File: src/rtl/apb_pkg.sv
// Shared types and constants for the APB follower and its register file.
package apb_pkg;

    localparam logic [15:0] APB_ID     = 16'hA5B0;
    localparam int          WAIT_CNT_W = 4;

    typedef enum logic [1:0] {
        ST_IDLE   = 2'd0,
        ST_SETUP  = 2'd1,
        ST_WAIT   = 2'd2,
        ST_ACCESS = 2'd3
    } apb_state_e;

endpackage

File: src/rtl/apb_regfile.sv
// Word register file: synchronous write, combinational read, index 0 is a read-only ID.
module apb_regfile
    import apb_pkg::*;
#(
    parameter int ADDR_WIDTH = 10,
    parameter int DATA_WIDTH = 16,
    parameter int NUM_REGS   = 16
) (
    input  logic                  PCLK,
    input  logic                  PRESET,
    input  logic                  wr_en,
    input  logic [ADDR_WIDTH-1:0] addr,
    input  logic [DATA_WIDTH-1:0] wr_data,
    output logic [DATA_WIDTH-1:0] rd_data
);

    localparam int                    IDX_W  = (NUM_REGS > 1) ? $clog2(NUM_REGS) : 1;
    localparam logic [ADDR_WIDTH-1:0] NUM_A  = ADDR_WIDTH'(NUM_REGS);

    logic [DATA_WIDTH-1:0] regs_r [1:NUM_REGS-1];
    logic                  in_range_s;
    logic [IDX_W-1:0]      idx_s;

    assign in_range_s = (addr < NUM_A);
    assign idx_s      = addr[IDX_W-1:0];

    // Register storage; slot 0 has no flops and silently drops writes.
    always_ff @(posedge PCLK) begin
        if (PRESET) begin
            for (int i = 1; i < NUM_REGS; i++) begin
                regs_r[i] <= '0;
            end
        end else if (wr_en && in_range_s && (addr != '0)) begin
            regs_r[idx_s] <= wr_data;
        end
    end

    // Read mux with the fixed ID at index 0 and zero outside the map.
    always_comb begin
        rd_data = '0;
        if (addr == '0) begin
            rd_data = DATA_WIDTH'(APB_ID);
        end else if (in_range_s) begin
            rd_data = regs_r[idx_s];
        end else begin
            rd_data = '0;
        end
    end

endmodule

File: src/rtl/apb_follower.sv
// APB follower with a small register map and optional wait states.
// Wait-state logic is built only when APB_FOLLOWER_WAIT_EN is defined.
module apb_follower
    import apb_pkg::*;
#(
    parameter int ADDR_WIDTH  = 10,
    parameter int DATA_WIDTH  = 16,
    parameter int NUM_REGS    = 16,
    parameter int WAIT_CYCLES = 2
) (
    input  logic                  PCLK,
    input  logic                  PRESET,
    input  logic [ADDR_WIDTH-1:0] PADDR,
    input  logic                  PSEL,
    input  logic                  PENABLE,
    input  logic                  PWRITE,
    input  logic [DATA_WIDTH-1:0] PWDATA,
    output logic                  PREADY,
    output logic [DATA_WIDTH-1:0] PRDATA,
    output logic                  PSLVERR
);

    localparam logic [ADDR_WIDTH-1:0] NUM_A = ADDR_WIDTH'(NUM_REGS);
`ifdef APB_FOLLOWER_WAIT_EN
    localparam int                    EFF_WAIT  = WAIT_CYCLES;
    localparam logic [WAIT_CNT_W-1:0] WAIT_LOAD = WAIT_CNT_W'(WAIT_CYCLES);
`else
    // Wait states compiled out; WAIT_CYCLES stays in the parameter list for a uniform interface.
    localparam int                    EFF_WAIT  = 0 * WAIT_CYCLES;
`endif

    apb_state_e            state_r, state_nxt_s;
    logic [ADDR_WIDTH-1:0] addr_r, xfer_addr_s;
    logic                  write_r, xfer_write_s;
    logic [DATA_WIDTH-1:0] wdata_r, rd_data_s, prdata_s, prdata_r;
    logic                  err_s, wr_en_s, pready_s, pslverr_s, pready_r, pslverr_r;
`ifdef APB_FOLLOWER_WAIT_EN
    logic [WAIT_CNT_W-1:0] wait_cnt_r, wait_cnt_s;

    // Wait-state down-counter.
    always_ff @(posedge PCLK) begin
        if (PRESET) begin
            wait_cnt_r <= '0;
        end else begin
            wait_cnt_r <= wait_cnt_s;
        end
    end
`endif

    // State register.
    always_ff @(posedge PCLK) begin
        if (PRESET) begin
            state_r <= ST_IDLE;
        end else begin
            state_r <= state_nxt_s;
        end
    end

    // Next-state logic; leaving SETUP/WAIT early is an abort.
    always_comb begin
        state_nxt_s = state_r;
`ifdef APB_FOLLOWER_WAIT_EN
        wait_cnt_s  = wait_cnt_r;
`endif
        case (state_r)
            ST_IDLE: begin
                if (PSEL && !PENABLE) begin
                    state_nxt_s = ST_SETUP;
                end else begin
                    state_nxt_s = ST_IDLE;
                end
            end
            ST_SETUP: begin
                if (!PSEL) begin
                    state_nxt_s = ST_IDLE;
                end else if (EFF_WAIT > 32'sd0) begin
                    state_nxt_s = ST_WAIT;
`ifdef APB_FOLLOWER_WAIT_EN
                    wait_cnt_s  = WAIT_LOAD;
`endif
                end else begin
                    state_nxt_s = ST_ACCESS;
                end
            end
`ifdef APB_FOLLOWER_WAIT_EN
            ST_WAIT: begin
                if (!PSEL || !PENABLE) begin
                    state_nxt_s = ST_IDLE;
                    wait_cnt_s  = '0;
                end else if (wait_cnt_r == WAIT_CNT_W'(1)) begin
                    state_nxt_s = ST_ACCESS;
                    wait_cnt_s  = wait_cnt_r - WAIT_CNT_W'(1);
                end else begin
                    state_nxt_s = ST_WAIT;
                    wait_cnt_s  = wait_cnt_r - WAIT_CNT_W'(1);
                end
            end
`endif
            ST_ACCESS: state_nxt_s = ST_IDLE;
            default:   state_nxt_s = ST_IDLE;
        endcase
    end

    // Transfer attributes: live bus during SETUP, captured copy afterwards.
    always_comb begin
        if (state_r == ST_SETUP) begin
            xfer_addr_s  = PADDR;
            xfer_write_s = PWRITE;
        end else begin
            xfer_addr_s  = addr_r;
            xfer_write_s = write_r;
        end
    end

    assign err_s   = (xfer_addr_s >= NUM_A) || (xfer_write_s && (xfer_addr_s == '0));
    assign wr_en_s = (state_r == ST_ACCESS) && PSEL && PENABLE && write_r && !err_s;

    // Capture of the transfer in SETUP.
    always_ff @(posedge PCLK) begin
        if (PRESET) begin
            addr_r  <= '0;
            write_r <= 1'b0;
            wdata_r <= '0;
        end else if (state_r == ST_SETUP) begin
            addr_r  <= PADDR;
            write_r <= PWRITE;
            wdata_r <= PWDATA;
        end
    end

    apb_regfile #(
        .ADDR_WIDTH (ADDR_WIDTH),
        .DATA_WIDTH (DATA_WIDTH),
        .NUM_REGS   (NUM_REGS)
    ) u_regfile (
        .PCLK    (PCLK),
        .PRESET  (PRESET),
        .wr_en   (wr_en_s),
        .addr    (xfer_addr_s),
        .wr_data (wdata_r),
        .rd_data (rd_data_s)
    );

    // Response values for the cycle about to start; nonzero only entering ACCESS.
    always_comb begin
        pready_s  = (state_nxt_s == ST_ACCESS);
        pslverr_s = pready_s && err_s;
        prdata_s  = '0;
        if (pready_s && !xfer_write_s && !err_s) begin
            prdata_s = rd_data_s;
        end else begin
            prdata_s = '0;
        end
    end

    // Registered bus outputs.
    always_ff @(posedge PCLK) begin
        if (PRESET) begin
            pready_r  <= 1'b0;
            pslverr_r <= 1'b0;
            prdata_r  <= '0;
        end else begin
            pready_r  <= pready_s;
            pslverr_r <= pslverr_s;
            prdata_r  <= prdata_s;
        end
    end

    assign PREADY  = pready_r;
    assign PSLVERR = pslverr_r;
    assign PRDATA  = prdata_r;

endmodule

File: config.mk
export PLATFORM = sky130hd
export DESIGN_NAME = apb_follower
export DESIGN_NICKNAME = d
export VERILOG_FILES = /design/src/rtl/apb_pkg.sv /design/src/rtl/apb_regfile.sv /design/src/rtl/apb_follower.sv
export SDC_FILE = /design/constraint.sdc
export NUM_CORES = 1
export LEC_CHECK = 0
export ABC_AREA = 1
export CORE_MARGIN = 3
export CORE_UTILIZATION = 60
export DETAILED_ROUTE_END_ITERATION = 8
export PLACE_DENSITY = 0.76
export SLEW_MARGIN = 0
export SYNTH_ARGS = -nofsm -noshare
export SYNTH_HDL_FRONTEND = slang
export SYNTH_HIERARCHICAL = 1
export SYNTH_SLANG_ARGS = --single-unit
File: constraint.sdc
create_clock -name PCLK -period 7.5 [get_ports PCLK]
set_input_delay 0.75 -clock PCLK [delete_from_list [all_inputs] [get_ports PCLK]]
set_output_delay 0.75 -clock PCLK [all_outputs]
set_load 0.02 [all_outputs]
==> flow_summary_export.csv <==
group,metric,value,unit
cells_and_area,final_cell_mix,"nand2_1, nor2_1, edfxtp_1",
cells_and_area,seq_area,8400,um^2
grt,grt_pass1_wl,53900,um
worst_setup_path,crit_chain,"inv_2, nor2_2, nand2_1, nand2_2, inv_2, buf_4, nor2_2, nand4_2, nand2_1",
sta,skew,0.0172,ns
grt,overflow,0,
worst_setup_path,path_depth,9,
placed_design,hpwl,22900,um
floorplan,core,21900,um^2
routing,drtIter0Drc,1384,
logic_synthesis,synth_seq_cells,295,
clock_network,ctsHoldBuffers,0,
cells_and_area,multi_input_comb_area,4340,um^2
worst_setup_path,cp_top_family,"simple AND/OR/NAND/NOR gates",
power_and_ir_drop,p_leak,5.91,nW
cells_and_area,instances_no_fill,1748,
cells_and_area,drive_above_1_share,7.56,%
worst_setup_path,critPathBufInv,3,
logic_synthesis,yosysUniqueCellTypes,27,
power_and_ir_drop,p_per_area,257,nW/um^2
sta,finalHoldViolations,0,
clock_network,cts_resized,0,
worst_setup_path,end_kind,"register",
routing,viasPerCell,5.82,
logic_synthesis,netlist_area,13400,um^2
hold_path,hold_path_class,"reg -> reg",
cells_and_area,layout_commonest_cell,"nand2_1",
sta,fin_crit,4.55,ns
worst_setup_path,reg2reg_slack,2.95,ns
worst_setup_path,reg2reg_depth,9,
floorplan,start_util,61.2,%
routing,drtAntennaViolNets,0,
floorplan,ios,49,
clock_network,insertion_delay,0.55,ns
grt,grt_pass1_vias,9351,
clock_network,clk_pin_slew_worst_paths,0.06,ns
floorplan,rows,54,
worst_setup_path,cp-start-kind,"register",
clock_network,cts.sinks,295,
worst_setup_path,r2r-end,"u_regfile/regs_r[13][0]$_SDFFCE_PN0P_",
worst_setup_path,required,7.67,ns
routing,wl,36100,um
worst_setup_path,startpoint,"state_r[0]$_SDFF_PP0_",
logic_synthesis,yosysSeqAreaShare,62.7,%
routing,drc,0,
placed_design,dpl-instance-area,13800,um^2
hold_path,hp-start,"wdata_r[14]$_SDFFE_PP0P_",
grt,grt_max_degree,73,
logic_synthesis,synth_area_leaders,"edfxtp_1, nand2_1, nor2_1",
cells_and_area,antenna_cells,0,
worst_setup_path,worstPathMaxFanout,72,
clock_network,cts_buffer_depth,3,
sta,max_freq,220,MHz
sta,post-route-period-util,60.6,%
worst_setup_path,r2r_start,"state_r[0]$_SDFF_PP0_",
cells_and_area,syn2layout_area_growth,10.9,%
clock_network,cts_max_level,1,
floorplan,die_y,155,um
routing,vias,10167,
grt,track_usage,29.7,%
cells_and_area,fill_cells,1661,
clock_network,cts_tree,"built",
outcome,status,"completed",
logic_synthesis,syn_avg_cell_area,9.33,um^2
sta,slew_viol_final,0,
placed_design,routabilityCongestion,0.957,
sta,slew_headroom,28.8,%
logic_synthesis,syn_inst,1436,
sta,finalSetupTns,0,ns
logic_synthesis,yosysWarnings,6,
floorplan,dieArea,24200,um^2
worst_setup_path,worstSetupPathType,"reg -> reg",
worst_setup_path,cp_slowest_stage_delay,0.67,ns
grt,antenna_found_initial,0,
routing,dr.pass1.iters,6,
logic_synthesis,netlist.area_leader.share,55.8,%
sta,worst_slew_pin_slew,1.07,ns
sta,rsz0062_at_grt,"false",
placed_design,dp_cells,1695,
cells_and_area,fin_nets,1477,
routing,routedWlPerCell,20.6,um
sta,finalSetupViolations,0,
clock_network,cts_root_buf,"clkbuf_16",
power_and_ir_drop,ir_drop,207,uV
logic_synthesis,yosysTopAreaCell,"edfxtp_1",
worst_setup_path,critPathSlowestCell,"nor2_2",
job,max_cap_viol_count,0,
worst_setup_path,critPathArrivalTime,4.72,ns
clock_network,cts_buffers,29,
floorplan,die_w,155,um
clock_network,cts_setup_buffers,0,
placed_design,portBuffers,48,
worst_setup_path,endpoint,"u_regfile/regs_r[13][0]$_SDFFCE_PN0P_",
cells_and_area,fin_area,14900,um^2
==> per-layer routing <==
layer | vias up | wire length (um) | GRT usage, %
li1 | 4614 | - | -
met2 | 693 | 16500 | 47.2
met3 | 98 | 4440 | 4.92
met4 | 0 | 1370 | 9.75
met1 | 4762 | 13800 | 42.3
met5 | - | 0 | 0
==> how the worst min path moves through the flow <==
| stage | to | slack [ns] | depth (start not counted) |
|---|---|---|---|
| floorplan | u_regfile/regs_r[0][0]$_DFFE_PP_ | 0.43 | 0 |
| global placement | u_regfile/regs_r[0][11]$_DFFE_PP_ | 0.44 | 0 |
| detailed placement | u_regfile/regs_r[0][14]$_DFFE_PP_ | 0.44 | 0 |
| CTS | u_regfile/regs_r[0][14]$_DFFE_PP_ | 0.46 | 0 |
| global route | u_regfile/regs_r[0][14]$_DFFE_PP_ | 0.47 | 0 |
| finish | u_regfile/regs_r[0][14]$_DFFE_PP_ | 0.46 | 0 |
==> cell usage after synthesis (all sizes together) <==
master    n
dfxtp    46
edfxtp  249
nand2   531
nand4    15
nor3      1
conb      1
o41ai     1
inv      55
buf      39
nand3    63
clkinv    1
nor2    346
o21ai    26
a21oi    16
clkbuf   46
==> power breakdown <==
group | switching, mW | internal (mW)
clock | 0.606 | 0.946
sequential | 0.0248 | 1.83
combinational | 0.312 | 0.0930
total | 0.943 | 2.87
==> registers in the layout (all words and copies together) (netlist names) <==
name and count:
write_r 1, PRDATA 16, u_regfile/regs_r 249, addr_r 10, wdata_r 16, PSLVERR 1
state_r 2
==> kinds of logic after synthesis <==
family / synth area share (%)
simple gates: 30.5
flops: 62.7
buf+inv: 5.18
compound gates: 1.63
other cells: 0.0280
==> area by class of cell <==
type                    count  share of cell area, %
well taps                 280                   2.36
inverters                  56                   1.41
multi-input cells        1008                   29.2
flip-flops and latches    295                   56.5
clock buffers              33                   4.99
clock inverters            20                   1.85
repair buffers             56                   3.64
==> metrics by stage <==
stage | hold WS, ns | total power [mW] | setup slack [ns] | util [%]
2_1_floorplan | 0.431 | 2.14 | 4.46 | -
3_3_place_gp | 0.442 | 2.27 | 3.03 | 63.2
3_5_place_dp | 0.442 | 2.28 | 2.89 | 63.2
4_1_cts | 0.456 | 3.81 | 3.06 | 67.9
5_1_grt | 0.465 | 3.92 | 2.51 | 67.9
6_report | 0.458 | 3.81 | 2.95 | 67.9
No activity file was read; power rests on OpenSTA's default activity.
